[src/rtl/mul_seq_ctrl_pkg.sv]
// Shared types for the shift-and-add multiply sequencer: state encoding and
// step-counter sizing.
package mul_seq_pkg;

  typedef enum logic [2:0] {
    ST_IDLE  = 3'd0,
    ST_LOAD  = 3'd1,
    ST_ADD   = 3'd2,
    ST_SHIFT = 3'd3,
    ST_DONE  = 3'd4
  } state_e;

  // Counter must hold the value W itself, hence W+1 codes.
  function automatic int unsigned cnt_w(input int unsigned w);
    return $clog2(w + 1);
  endfunction

  localparam int unsigned CNT_W = cnt_w(16);

endpackage

[src/rtl/mul_seq_ctrl_if.sv]
// Control/status bundle between the multiply sequencer and the CPU control
// unit plus the M/Q/A register datapath.
interface mul_seq_ctrl_if;
  logic start;
  logic abort;
  logic q_lsb;
  logic a_lsb;
  logic a_carry;
  logic busy;
  logic done;
  logic m_ld;
  logic q_ld;
  logic a_cl;
  logic a_ld;
  logic a_sr;
  logic q_sr;
  logic a_ir;
  logic q_ir;

  modport master (
    output start, abort, q_lsb, a_lsb, a_carry,
    input  busy, done, m_ld, q_ld, a_cl, a_ld, a_sr, q_sr, a_ir, q_ir
  );

  modport slave (
    input  start, abort, q_lsb, a_lsb, a_carry,
    output busy, done, m_ld, q_ld, a_cl, a_ld, a_sr, q_sr, a_ir, q_ir
  );
endinterface

[src/rtl/mul_seq_ctrl_step_cnt.sv]
// Loadable step down-counter for the multiply sequencer.
module mul_step_cnt #(
    parameter int unsigned WIDTH    = 5,
    parameter int unsigned LOAD_VAL = 16
) (
    input  logic clk,
    input  logic rst_n,
    input  logic ld_i,
    input  logic dec_i,
    input  logic clr_i,
    output logic zero_o
);

    logic [WIDTH-1:0] cnt_q, cnt_d;

    always_comb begin
        cnt_d = cnt_q;
        if (clr_i)      cnt_d = '0;
        else if (ld_i)  cnt_d = WIDTH'(LOAD_VAL);
        else if (dec_i) cnt_d = cnt_q - WIDTH'(1);
    end

    always_ff @(posedge clk or negedge rst_n) begin
        if (!rst_n) cnt_q <= '0;
        else        cnt_q <= cnt_d;
    end

    // Flag describes the value after this edge, so SHIFT can branch on the
    // decremented count in the same cycle.
    assign zero_o = (cnt_d == '0);

endmodule

[src/rtl/mul_seq_ctrl.sv]
// Sequencer for unsigned shift-and-add multiply: drives M/Q/A register
// strobes and a start/busy/done handshake.
module mul_seq_ctrl
    import mul_seq_pkg::*;
#(
    parameter int unsigned DATA_WIDTH = 16
) (
    input logic          clk,
    input logic          rst_n,
    mul_seq_ctrl_if.slave bus
);

    localparam int unsigned CW = cnt_w(DATA_WIDTH);

    state_e state_q, state_d;
    logic   c_q, c_d;
    logic   cnt_ld, cnt_dec, cnt_clr, cnt_zero;
    logic   busy, done, m_ld, q_ld, a_cl, a_ld, a_sr, q_sr, a_ir, q_ir;

    mul_step_cnt #(
        .WIDTH    (CW),
        .LOAD_VAL (DATA_WIDTH)
    ) u_cnt (
        .clk    (clk),
        .rst_n  (rst_n),
        .ld_i   (cnt_ld),
        .dec_i  (cnt_dec),
        .clr_i  (cnt_clr),
        .zero_o (cnt_zero)
    );

    always_ff @(posedge clk or negedge rst_n) begin
        if (!rst_n) begin
            state_q <= ST_IDLE;
            c_q     <= 1'b0;
        end else begin
            state_q <= state_d;
            c_q     <= c_d;
        end
    end

    always_comb begin
        state_d = state_q;
        c_d     = c_q;
        cnt_ld  = 1'b0;
        cnt_dec = 1'b0;
        cnt_clr = 1'b0;
        busy    = 1'b0;
        done    = 1'b0;
        m_ld    = 1'b0;
        q_ld    = 1'b0;
        a_cl    = 1'b0;
        a_ld    = 1'b0;
        a_sr    = 1'b0;
        q_sr    = 1'b0;
        a_ir    = 1'b0;
        q_ir    = 1'b0;

        unique case (state_q)
            ST_IDLE: begin
                if (bus.start && !bus.abort) state_d = ST_LOAD;
            end
            ST_LOAD: begin
                busy    = 1'b1;
                m_ld    = 1'b1;
                q_ld    = 1'b1;
                a_cl    = 1'b1;
                cnt_ld  = 1'b1;
                c_d     = 1'b0;
                state_d = ST_ADD;
            end
            ST_ADD: begin
                busy    = 1'b1;
                a_ld    = bus.q_lsb;
                c_d     = bus.q_lsb & bus.a_carry;
                state_d = ST_SHIFT;
            end
            ST_SHIFT: begin
                busy    = 1'b1;
                a_sr    = 1'b1;
                q_sr    = 1'b1;
                a_ir    = c_q;
                q_ir    = bus.a_lsb;
                cnt_dec = 1'b1;
                state_d = cnt_zero ? ST_DONE : ST_ADD;
            end
            ST_DONE: begin
                done    = 1'b1;
                state_d = bus.start ? ST_LOAD : ST_IDLE;
            end
            default: state_d = ST_IDLE;
        endcase

        // Abort overrides the counter update so zero flag and clear agree.
        if (bus.abort && state_q != ST_IDLE) begin
            state_d = ST_IDLE;
            cnt_clr = 1'b1;
            cnt_ld  = 1'b0;
            cnt_dec = 1'b0;
            c_d     = 1'b0;
        end
    end

    assign bus.busy = busy;
    assign bus.done = done;
    assign bus.m_ld = m_ld;
    assign bus.q_ld = q_ld;
    assign bus.a_cl = a_cl;
    assign bus.a_ld = a_ld;
    assign bus.a_sr = a_sr;
    assign bus.q_sr = q_sr;
    assign bus.a_ir = a_ir;
    assign bus.q_ir = q_ir;

endmodule

[src/flat_wrapper.sv]
// flat-port wrapper written by rule: the top's interface ports become plain ports
module mul_seq_ctrl_flat import mul_seq_pkg::*;
#(
    parameter int unsigned DATA_WIDTH = 16
)
  (clk, rst_n, bus_start, bus_abort, bus_q_lsb, bus_a_lsb, bus_a_carry, bus_busy, bus_done, bus_m_ld, bus_q_ld, bus_a_cl, bus_a_ld, bus_a_sr, bus_q_sr, bus_a_ir, bus_q_ir);
  mul_seq_ctrl_if bus_i ();
  input logic clk;
  input logic rst_n;
  input wire logic [$bits(bus_i.start)-1:0] bus_start;
  input wire logic [$bits(bus_i.abort)-1:0] bus_abort;
  input wire logic [$bits(bus_i.q_lsb)-1:0] bus_q_lsb;
  input wire logic [$bits(bus_i.a_lsb)-1:0] bus_a_lsb;
  input wire logic [$bits(bus_i.a_carry)-1:0] bus_a_carry;
  output wire logic [$bits(bus_i.busy)-1:0] bus_busy;
  output wire logic [$bits(bus_i.done)-1:0] bus_done;
  output wire logic [$bits(bus_i.m_ld)-1:0] bus_m_ld;
  output wire logic [$bits(bus_i.q_ld)-1:0] bus_q_ld;
  output wire logic [$bits(bus_i.a_cl)-1:0] bus_a_cl;
  output wire logic [$bits(bus_i.a_ld)-1:0] bus_a_ld;
  output wire logic [$bits(bus_i.a_sr)-1:0] bus_a_sr;
  output wire logic [$bits(bus_i.q_sr)-1:0] bus_q_sr;
  output wire logic [$bits(bus_i.a_ir)-1:0] bus_a_ir;
  output wire logic [$bits(bus_i.q_ir)-1:0] bus_q_ir;
  assign bus_i.start = bus_start;
  assign bus_i.abort = bus_abort;
  assign bus_i.q_lsb = bus_q_lsb;
  assign bus_i.a_lsb = bus_a_lsb;
  assign bus_i.a_carry = bus_a_carry;
  assign bus_busy = bus_i.busy;
  assign bus_done = bus_i.done;
  assign bus_m_ld = bus_i.m_ld;
  assign bus_q_ld = bus_i.q_ld;
  assign bus_a_cl = bus_i.a_cl;
  assign bus_a_ld = bus_i.a_ld;
  assign bus_a_sr = bus_i.a_sr;
  assign bus_q_sr = bus_i.q_sr;
  assign bus_a_ir = bus_i.a_ir;
  assign bus_q_ir = bus_i.q_ir;
  mul_seq_ctrl #(.DATA_WIDTH(DATA_WIDTH)) u_core (.clk(clk), .rst_n(rst_n), .bus(bus_i));
endmodule
[config.mk]
export PLATFORM = sky130hd
export DESIGN_NAME = mul_seq_ctrl_flat
export DESIGN_NICKNAME = d
export VERILOG_FILES = /design/src/rtl/mul_seq_ctrl_pkg.sv /design/src/rtl/mul_seq_ctrl_if.sv /design/src/rtl/mul_seq_ctrl_step_cnt.sv /design/src/rtl/mul_seq_ctrl.sv /design/src/flat_wrapper.sv
export SDC_FILE = /design/constraint.sdc
export NUM_CORES = 1
export LEC_CHECK = 0
export BUFFER_PORTS_ARGS = -buffer_cell sky130_fd_sc_hd__buf_2
export CAP_MARGIN = 20
export CORE_AREA = 2 2 39 41
export CTS_CLUSTER_SIZE = 25
export DETAILED_ROUTE_END_ITERATION = 16
export DIE_AREA = 0 0 41 43
export PLACE_DENSITY = 0.72
export REMOVE_ABC_BUFFERS = 1
export SYNTH_ARGS = -nofsm -noshare
export SYNTH_HDL_FRONTEND = slang
export SYNTH_SLANG_ARGS = --single-unit
[constraint.sdc]
create_clock -name clk -period 1.9 [get_ports clk]
set_input_delay 0.19 -clock clk [delete_from_list [all_inputs] [get_ports clk]]
set_output_delay 0.19 -clock clk [all_outputs]
set_load 0.02 [all_outputs]
[After elaboration in Yosys (flattened, before gate mapping)]
Cells that the tools add are included.
Word-level totals
  bits in latches: 0
  logic and storage cells: 38
  memories: 0
  memory bits (writable): 0
  ROM bits: 0
  output and inout bits: 10
  input bits: 7
  register bits: 9
Cells by class
  multipliers: 0
  bitwise logic cells: 1
  shift operators: 0
  muxes and demuxes: 20
  magnitude comparators: 0
  equal/unequal tests: 5
  div/mod/pow operators: 0
  add/subtract/negate cells: 1
  reductions and logical operators: 8
Operators by type and width (count)
  $mux 5: 3
  $pmux 3 s5: 1
  $mux 1: 12
  $mux 3: 3
  $eq 3x2->1 const B: 2
  $reduce_bool 3->1: 2
  $logic_not 5->1: 1
  $sub 5x1->5 const B: 1
  $eq 3x1->1 const B: 1
  $eq 3x3->1 const B: 1
  $logic_not 3->1: 1
  $ne 3x1->1 const B: 1
  $reduce_or 3->1: 1
  $logic_and 1x1->1: 2
  $pmux 1 s2: 1
  $and 1x1->1: 1
  $logic_not 1->1: 1

[Longest topological paths before layout]
Gate-level depths: netlist of run 1.
  depth after elaboration: 10
  mapped depth: 7
  gate-level depth less buffers: 7

[By module]
A second synthesis of run 1 with hierarchy kept.
Second synthesis, totals
  cell total of the unflattened synthesis: 59
  area, all modules: 588.1 um^2
By module, submodules not included
  mul_seq_ctrl: cells an instance 32, instances 1, area each 302.8 um^2, seq. area each 100.1 um^2
  mul_step_cnt: cells an instance 27, instances 1, area each 285.3 um^2, seq. area each 125.1 um^2

[Worst setup path after synthesis of run 1]
Ideal clock, no wire load.
  path kind: register -> register
  start point: reg u_core.u_cnt.cnt_q[0]
  end point: reg u_core.state_q[2]
  path slack: 166 ps
  setup time: 120 ps
  cell stages (with the launch flop): 8
  buffers on the path: 0
  clock period less this slack: 1734 ps
  arrival time: 1614 ps
  data required time: 1780 ps
  cell sequence: dfrtp_1 inv_1 ha_1 or4b_1 a211o_1 nand3_1 nor2_1 and3b_1
On the way
  cells in the longest elaborated chain, start to end: 8
RTL lines
  start, declared: RTL line mul_seq_ctrl_step_cnt.sv:14  | logic [WIDTH-1:0] cnt_q, cnt_d;
  start signal, assigned: RTL line mul_seq_ctrl_step_cnt.sv:25  | else cnt_q <= cnt_d;
  $sub 5x1->5: RTL line mul_seq_ctrl_step_cnt.sv:20  | else if (dec_i) cnt_d = cnt_q - WIDTH'(1);
  $mux 5: RTL line mul_seq_ctrl_step_cnt.sv:20
  $mux 5: RTL line mul_seq_ctrl_step_cnt.sv:19  | else if (ld_i) cnt_d = WIDTH'(LOAD_VAL);
  $mux 5: RTL line mul_seq_ctrl_step_cnt.sv:18  | if (clr_i) cnt_d = '0;
  net u_core.u_cnt.cnt_d[4]: RTL line mul_seq_ctrl_step_cnt.sv:14
  $logic_not 5->1: RTL line mul_seq_ctrl_step_cnt.sv:30  | assign zero_o = (cnt_d == '0);
  $mux 3: RTL line mul_seq_ctrl.sv:85  | state_d = cnt_zero ? ST_DONE : ST_ADD;
  $pmux 3 s5: RTL line mul_seq_ctrl.sv:59  | unique case (state_q)
  $mux 3: RTL line mul_seq_ctrl.sv:95  | if (bus.abort && state_q != ST_IDLE) begin
  end signal, assigned: RTL line mul_seq_ctrl.sv:37  | state_q <= state_d;
  end, declared: RTL line mul_seq_ctrl.sv:15  | state_e state_q, state_d;
The timed path passes the listed nets, and every way through them passes these cells.
A chain may end at the register's enable or synchronous reset.

[Worst setup path in the final report of run 1]
Same ends and word-level chain as after synthesis.

==> impl_metrics.toml, run 1 <==
[run_status]
status = "completed"

[clock_network]
cts_inserted_buffers = 3
tritoncts = "built"
h-tree-depth = 1
root_buffer = "clkbuf_4"
ctsLongestPathBuffers = 2
insertion_delay_ns = 0.26
clock_sinks = 9
clkTransAtPathRegs_ns = 0.06

[drt]
drtIter0Drc = 9
first_pass_iters = 4
drt-wirelength-per-cell_um = 13.8
vias = 573
ant_nets = 0
routed_via_density = 5.62
drt_wl_total_mm = 1.41
drc_errors = 0

[floorplan]
die_y_um = 43
start_util = 0.444
rows = 14
num_io_pins = 17
die_w_um = 41
core_area_mm2 = 0.00138
dieArea_mm2 = 0.00176

[synth]
syn_area_per_cell_um2 = 9.31
yosysWarnings = 0
synthCells = 66
synth.cell_area_um2 = 614
ys_types = 35
ys_seq_area_frac = 0.367
ys_seq_elements = 9

[power_and_ir_drop]
p_sw_w = 0.000203
clock_power_share = 0.255
netSwitchingFraction = 0.351
power_w = 0.000579
p_int_w = 0.000376
power_density_mw_per_mm2 = 767
peakVddDrop_uv = 497
seqPwrFrac = 0.416
combPwrFrac = 0.330
leakage_nw = 0.396

[global_routing]
met1_usage = 0.264
grt-busiest-layer = "met2"
grt_use_total = 0.196
grt_max_degree = 12
grtUsageMet2 = 0.288
grt_pass1_wl_mm = 2.35
globalRouteMet3Util = 0.0209
first_global_vias = 514
antenna_found_initial = 0
grt-ovfl-total = 0

[placement]
gp_congestion = 0.822
port-buffer-count = 16
place_area_um2 = 704
hpwl_mm = 1.06

[setup_path]
cp.required_ns = 2.05
endpoint_kind = "register"
reg2reg_from = "u_core.u_cnt.cnt_q[0]"
critPathLaunch = "u_core.u_cnt.cnt_q[0]"
crit_path_max_fanout = 4
worstSetupPathType = "reg -> reg"
r2r.worst_path.cells = 7
timing.rr.end = "u_core.state_q[2]"
worst-r2r-setup-slack_ns = 0.09
endpoint = "u_core.state_q[2]"
critPathArrivalTime_ns = 1.97
start_kind = "register"

[layout]
final_area_um2 = 756
syn_to_final_growth_pct = 23.0
mostFrequentLayoutCells = "16 x buf_2, 9 x dfrtp_1, 7 x inv_1"
n_antenna_cell = 0
layout.nets = 95
num-fill-cells = 130
layout_commonest_cell = "buf_2"
drive_above_1_share = 0.372

[timing]
setup-tns-final_ns = 0
relSlewSlack = 0.563
setup_viol = 0
fmax_mhz = 552
rsz0062_at_grt = "false"
finalMaxSlewViolations = 0
finalHoldViolCount = 0
finalCritPeriodShare = 0.953
period_minus_slack_ns = 1.81
worst_pin_slew_ns = 0.647
fin_worst_skew_ns = 0.00259

[flow_run]
maxCapViolCount = 0

[min_path]
worst_hold_path_type = "in -> reg"
==> worst min-delay path by stage <==
stage	start	endpoint	slack (ns)	cells past startpoint
finish	bus_abort	u_core.state_q[0]	0.17	2
global route	bus_abort	u_core.state_q[0]	0.17	2
CTS	bus_abort	u_core.state_q[0]	0.16	2
detailed placement	rst_n	u_core.u_cnt.cnt_q[3]	0.05	1
global placement	rst_n	u_core.u_cnt.cnt_q[2]	0.05	1
floorplan	rst_n	u_core.c_q	-0.11	0
==> layout make-up <==
class	count	area (um2)	area share
clock buffer	4	26.3	0.0348
multi-input combinational	45	338	0.447
inverter	7	26.3	0.0348
sequential	9	225	0.298
tap	16	20.0	0.0265
timing repair buffer	21	120	0.159
==> logic make-up (layout without fill, tap and decap cells) <==
family	count (synthesis)	count (layout)	share of synthesized area
adders and majority gates	1	1	0.0204
DFF	9	9	0.367
and+or+nand+nor	26	26	0.281
muxes	1	1	0.0163
AOI/OAI and AO/OA	17	17	0.220
buffers and inverters	12	32	0.0957
==> flip-flops by register name (all words and copies together) (netlist names) <==
register            flops
u_core.c_q              1
u_core.u_cnt.cnt_q      5
u_core.state_q          3
==> per-layer routing <==
metal	wire length, um	share of wire
met2	713	0.51
met3	55	0.039
met1	594	0.42
met4	44	0.031
met5	0	0
==> Yosys cell counts <==
library cell  count  area share
dfrtp_1           9        0.37
inv_1             7       0.043
nand2_1           4       0.024
nor2_1            4       0.024
o21ai_0           4       0.033
a21oi_1           3       0.024
buf_4             3       0.037
and2_1            2       0.020
buf_2             2       0.016
nand3_1           2       0.016
nor3_1            2       0.016
a211o_1           1       0.014
a21oi_2           1       0.014
a22o_1            1       0.014
a311oi_2          1       0.024
a41oi_1           1       0.014
a41oi_2           1       0.026
and3b_1           1       0.014
and4bb_2          1       0.020
ha_1              1       0.020
mux2i_1           1       0.016
nand2b_1          1       0.010
nand2b_2          1       0.014
nand3b_1          1       0.012
nand3b_4          1       0.033
nand4_1           1       0.010
nor2b_1           1       0.010
o311ai_0          1       0.014
o311ai_1          1       0.014
o31ai_1           1       0.012
o32ai_1           1       0.014
or2_1             1       0.010
or3_1             1       0.010
or4_4             1       0.018
or4b_1            1       0.016
==> what timing repair did <==
| action | 4_1_cts | 5_1_grt |
|---|---|---|
| setup buffers | 0 | 1 |
| gates resized for setup | 0 | 2 |
| setup endpoints to repair | 0 | 2 |
| endpoints found under the hold margin | 9 | 0 |
| hold buffers | 1 | 0 |
==> power groups by stage <==
stage	logic [W]	registers (W)	clock network, W
after CTS	0.000182	0.000240	0.000153
after floorplan	0.000118	0.000244	0
after global routing	0.000209	0.000243	0.000168
after global placement	0.000172	0.000244	0
after detailed placement	0.000178	0.000243	0
final	0.000191	0.000241	0.000147
==> per-stage QoR <==
stage	cells	utilization	hold WS, ns	setup WS, ns
global placement	96	0.509	0.0458	0.105
global route	102	0.546	0.167	0.0139
finish	102	0.546	0.168	0.0886
detailed placement	96	0.509	0.0465	0.0400
floorplan	61	-	-0.106	0.166
CTS	101	0.535	0.158	0.0299
==> critical path, cell delays in order (launching register included) <==
cell	delay [ns]
dfrtp_1	0.39
inv_1	0.07
ha_2	0.18
or4b_1	0.43
a211o_1	0.29
nand3_2	0.08
nor2_1	0.06
and3b_1	0.20
Note: power is estimated with default switching activity, not from simulation.
==> run 2: changes to the inputs <==
BUFFER_PORTS_ARGS = -buffer_cell sky130_fd_sc_hd__buf_4   (was -buffer_cell sky130_fd_sc_hd__buf_2)
CTS_CLUSTER_SIZE = 30   (was 25)
SKIP_CTS_REPAIR_TIMING = 1   (was not set)
==> run 2 against run 1 <==
Clock skew up 0.0035 ns. First-iteration DRC count unchanged. Die area unchanged. Clock-buffer cell count unchanged. Flip-flop and latch count unchanged. Final area up 5.3%. Critical path type unchanged. Register-to-register slack about the same.
==> impl_metrics.toml, run 2 (synthesis results as in run 1) <==
[run_status]
status = "completed"

[setup_path]
timing.rr.end = "u_core.state_q[2]"
max_stage_delay_ns = 0.44
reg2reg_from = "u_core.u_cnt.cnt_q[0]"
r2r.worst_path.cells = 7
worst-r2r-setup-slack_ns = 0.09
endpoint_kind = "register"
cp.required_ns = 2.05
crit_chain = "inv_1, ha_2, or4b_1, a211o_1, nand3_2, nor2_1, and3b_1"
worstSetupPathType = "reg -> reg"
start_kind = "register"
critPathArrivalTime_ns = 1.96
crit_path_max_fanout = 5
slowest_stage = "or4b_1"

[layout]
top_regs = "u_core.u_cnt.cnt_q (5), u_core.state_q (3), u_core.c_q (1)"
n_antenna_cell = 0
final_util = 0.575
layout_commonest_cell = "buf_4"
layout.nets = 95
regMostFlops = "u_core.u_cnt.cnt_q"
mostFrequentLayoutCells = "20 x buf_4, 9 x dfrtp_1, 7 x inv_1"
drive_above_1_share = 0.372
largest_reg_flops = 5
syn_to_final_growth_pct = 29.5
num-fill-cells = 122

[clock_network]
insertion_delay_ns = 0.26
clock_sinks = 9
cts_inserted_buffers = 3
ctsLongestPathBuffers = 2
root_buffer = "clkbuf_4"
tritoncts = "built"
clkTransAtPathRegs_ns = 0.06
h-tree-depth = 1

[min_path]
min_from = "bus_abort"
worst_hold_path_type = "in -> reg"
min_to = "u_core.state_q[0]"
whs_path_depth = 2

[placement]
port-buffer-count = 16
gp_congestion = 0.814
pre_cts_slack_ns = 0.0570
hpwl_mm = 1.05

[floorplan]
dieArea_mm2 = 0.00176
die_y_um = 43
rows = 14
die_w_um = 41
num_io_pins = 17
core_area_mm2 = 0.00138
start_util = 0.444

[drt]
drt-wirelength-per-cell_um = 13.4
ant_nets = 0
wl_met3_um = 77
vias = 582
drc_errors = 0
drtIter0Drc = 9
met1_length_um = 608
first_pass_iters = 4
routed_via_density = 5.71
drt_wl_total_mm = 1.37
dr.max_layer_used = "met4"
met2_length_um = 673

[global_routing]
antenna_found_initial = 0
grt_max_degree = 10
grt_use_total = 0.180
grt_pass1_wl_mm = 2.17
first_global_vias = 528
grt-ovfl-total = 0

[timing]
finalCritPeriodShare = 0.953
rsz0062_at_grt = "false"
finalMaxSlewViolations = 0
finalHoldViolCount = 0
relSlewSlack = 0.610
period_minus_slack_ns = 1.81
worst_pin_slew_ns = 0.578
fin_worst_skew_ns = 0.00606
setup_viol = 0
fmax_mhz = 552
setup-tns-final_ns = 0
setup_slack_ns = 0.0885

[power_and_ir_drop]
peakVddDrop_uv = 435
power_density_mw_per_mm2 = 729
leakage_nw = 0.402

[flow_run]
maxCapViolCount = 0
## run 2: cell count changes in the layout (fill, tap and decap cells not counted)
cell / change
buf_4: +16
buf_2: -16
## run 2: layout make-up
cell class,instances,area (um2),area share
clock buffer,4,26.3,0.0330
sequential,9,225,0.283
tap,16,20.0,0.0252
timing repair buffer,21,160,0.201
inverter,7,26.3,0.0330
multi-input combinational,45,338,0.425
## run 2: worst max path at each step
stage                          start           endpoint  slack, ns  depth (start not counted)
2_1_floorplan  u_core.u_cnt.cnt_q[0]  u_core.state_q[2]       0.17                          7
3_3_place_gp   u_core.u_cnt.cnt_q[0]  u_core.state_q[2]       0.11                          7
3_5_place_dp   u_core.u_cnt.cnt_q[0]  u_core.state_q[2]       0.06                          7
4_1_cts        u_core.u_cnt.cnt_q[0]  u_core.state_q[2]       0.05                          7
5_1_grt        u_core.u_cnt.cnt_q[0]  u_core.state_q[2]      0.008                          7
6_report       u_core.u_cnt.cnt_q[0]  u_core.state_q[2]       0.09                          7
## run 2: through the flow
step / cell area [um2] / hold slack (ns) / std cells / power [W]
finish: 796 / 0.137 / 102 / 0.000580
global route: 796 / 0.152 / 102 / 0.000616
CTS: 778 / -0.254 / 101 / 0.000576
detailed placement: 752 / 0.0221 / 97 / 0.000431
global placement: 752 / 0.0175 / 97 / 0.000429
floorplan: 582 / -0.106 / 61 / 0.000362
## run 2: critical path, delay by kind of cell, from the launching register on
family	cells	cell delay [ns]
fa+ha+maj	1	0.18
buf+inv	1	0.08
simple gates	4	0.76
compound gates	1	0.28
flops	1	0.41
## run 2: per-layer routing
layer / GRT usage / up-vias
li1: - / 282
met1: 0.257 / 270
met2: 0.266 / 28
met3: 0 / 2
met4: 0.107 / 0
met5: 0 / -
## run 2: power breakdown
part | total (W) | internal (W) | switching, W
clock | 0.000144 | 0.0000807 | 0.0000634
combinational | 0.000195 | 0.0000893 | 0.000105
sequential | 0.000242 | 0.000216 | 0.0000260
==> run 3: changes to the inputs <==
PLACE_DENSITY = 0.7   (was 0.72)
SYNTH_HIERARCHICAL = 1   (was not set)
==> run 3 against run 2 <==
Final area increased by 3.1%. Clock power hardly changed. Non-clock buffer count up 5. Register-to-register slack got worse by 0.05 ns. Die area unchanged. Setup slack lost 0.048 ns. Cell count decreased by 2.0%. Sequential power shrank 2%. Largest cell class unchanged. Synthesized cell count fell by 11%. Sequential share of layout area fell by 0.86 points.
==> impl_metrics.toml, run 3 <==
[run_status]
status = "completed"

[global_routing]
antenna_found_initial = 0
grt-ovfl-total = 0
grt_max_degree = 11
grt_use_total = 0.169
grt_pass1_wl_mm = 2.02
first_global_vias = 498

[clock_network]
clock_sinks = 9
cts_inserted_buffers = 3
ctsLongestPathBuffers = 2
h-tree-depth = 1
clkTransAtPathRegs_ns = 0.06
tritoncts = "built"
root_buffer = "clkbuf_4"
insertion_delay_ns = 0.25

[timing]
relSlewSlack = 0.774
worst_pin_slew_ns = 0.330
period_minus_slack_ns = 1.86
setup-tns-final_ns = 0
setup_viol = 0
rsz0062_at_grt = "true"
fmax_mhz = 538
finalCritPeriodShare = 0.979
finalMaxSlewViolations = 0
finalHoldViolCount = 0
timing.hold.ws_ns = 0.181
fin_worst_skew_ns = 0.00421

[layout]
drive_above_1_share = 0.488
final_area_um2 = 821
n_antenna_cell = 0
syn_to_final_growth_pct = 39.6
num-fill-cells = 119
stdcell_count = 100
regMostFlops = "u_core/u_cnt/cnt_q"
layout.nets = 93
layout_commonest_cell = "buf_4"
largest_reg_flops = 5
mostFrequentLayoutCells = "24 x buf_4, 9 x dfrtp_1, 5 x inv_1, 5 x a21oi_1, 4 x nor3_1"
top_regs = "u_core/u_cnt/cnt_q (5), u_core/state_q (3), u_core/c_q (1)"

[placement]
port-buffer-count = 16
gp_congestion = 0.777
hpwl_um = 967
dp.cells = 93
place_area_um2 = 739

[synth]
synth_top_cell_by_area = "dfrtp_1"
synth_fa_ha_area_frac = 0.0213
synth_top_family_by_area = "simple AND/OR/NAND/NOR gates"
ys_types = 30
synth_edf_count = 0
muxShareOfSynthArea = 0
synth_most_common_cell = "dfrtp_1"
syn_area_per_cell_um2 = 9.97
netlist.area_leader.share = 0.383
yosys.area_share.simple = 0.315
synthCells = 59
synthXorXnorAreaFrac = 0.0596
netlist_top_cells_count = "9 x dfrtp_1, 5 x a21oi_1, 5 x inv_1"
synth_ff_type = "dfrtp_1"
ys_seq_elements = 9
synth.cell_area_um2 = 588
async_flop_share = 1.00
synth_compound_area_frac = 0.119
ys_top_cells_by_area = "dfrtp_1 38%, buf_4 5.1%, xnor2_1 4.5%"
ys_seq_area_frac = 0.383
yosysWarnings = 6

[setup_path]
timing.rr.end = "u_core/state_q[1]"
worst-r2r-setup-slack_ns = 0.04
endpoint_kind = "register"
reg2reg_from = "u_core/state_q[2]"
critPathArrivalTime_ns = 2.02
crit_path_max_fanout = 8
r2r.worst_path.cells = 9
cp.required_ns = 2.06
start_kind = "register"
critPathLaunch = "u_core/state_q[2]"
worstSetupPathType = "reg -> reg"

[power_and_ir_drop]
power_w = 0.000598
leakage_nw = 0.397
peakVddDrop_uv = 400
power_density_mw_per_mm2 = 728

[min_path]
worst_hold_path_type = "in -> reg"
min_from = "bus_abort"
whs_path_depth = 2
min_to = "u_core/state_q[1]"

[flow_run]
maxCapViolCount = 0

[drt]
routed_via_density = 5.09
vias = 509
ant_nets = 0
first_pass_iters = 2
drt_wl_total_mm = 1.27
drc_errors = 0
drtIter0Drc = 4
drt-wirelength-per-cell_um = 12.7

[floorplan]
rows = 14
die_w_um = 41
start_util = 0.425
num_io_pins = 17
die_y_um = 43
core_area_mm2 = 0.00138
dieArea_mm2 = 0.00176
run 3: cell count changes after synthesis, sizes merged, moves of 2 or more:
| cell | before | now |
|---|---|---|
| nand3b | 2 | 0 |
| inv | 7 | 5 |
| o311ai | 2 | 0 |
| nand2 | 4 | 2 |
| nor3b | 0 | 2 |
| and3 | 0 | 3 |
| a41oi | 2 | 0 |
| o21ai | 4 | 0 |
| xnor2 | 0 | 3 |
| nor3 | 2 | 4 |
run 3: kinds of logic (layout without fill, tap and decap cells):
| group | after synthesis | count (layout) |
|---|---|---|
| fa+ha+maj | 1 | 1 |
| buf+inv | 10 | 35 |
| xor+xnor | 4 | 4 |
| compound gates | 9 | 9 |
| simple gates | 26 | 26 |
| flops | 9 | 9 |
run 3: how the worst max path moves through the flow:
| stage | to | slack [ns] | cells past startpoint |
|---|---|---|---|
| after floorplan | u_core/state_q[1] | -1.06 | 6 |
| after global placement | u_core/state_q[1] | 0.06 | 9 |
| after detailed placement | u_core/state_q[1] | 0.04 | 9 |
| after CTS | u_core/state_q[1] | 0.01 | 9 |
| after global routing | u_core/state_q[1] | -0.07 | 9 |
| final | u_core/state_q[1] | 0.04 | 9 |
run 3: where the power goes:
group | total (W) | switching [W] | internal, W
clock network | 0.000143 | 0.0000620 | 0.0000806
registers | 0.000238 | 0.0000211 | 0.000217
logic | 0.000217 | 0.000106 | 0.000111
total | 0.000598 | 0.000189 | 0.000409
run 3: area by class of cell:
class / count / area, um2 / share of cell area
repair buffers: 26 / 201 / 0.245
multi-input cells: 40 / 329 / 0.401
flip-flops and latches: 9 / 225 / 0.274
inverters: 5 / 18.8 / 0.0229
clock buffers: 4 / 26.3 / 0.0320
well taps: 16 / 20.0 / 0.0244
run 3: metrics by stage:
step           setup slack (ns)  utilization
2_1_floorplan             -1.06            -
3_3_place_gp             0.0620        0.534
3_5_place_dp             0.0363        0.534
4_1_cts                  0.0115        0.553
5_1_grt                 -0.0695        0.593
6_report                 0.0400        0.593
run 3: per-layer routing:
metal,part of all wire,global-route usage
met1,0.46,0.201
met2,0.47,0.266
met3,0.054,0.0314
met4,0.019,0.100
met5,0,0
run 3: worst max-delay path, stage by stage, from the launching register on:
cell and delay, ns:
dfrtp_1 0.41, nor2b_4 0.14, nand2_2 0.06, nor2_2 0.11, buf_6 0.12, and4bb_1 0.21, xnor2_1 0.09, a41o_1 0.20
and3_4 0.19, nor4_4 0.24
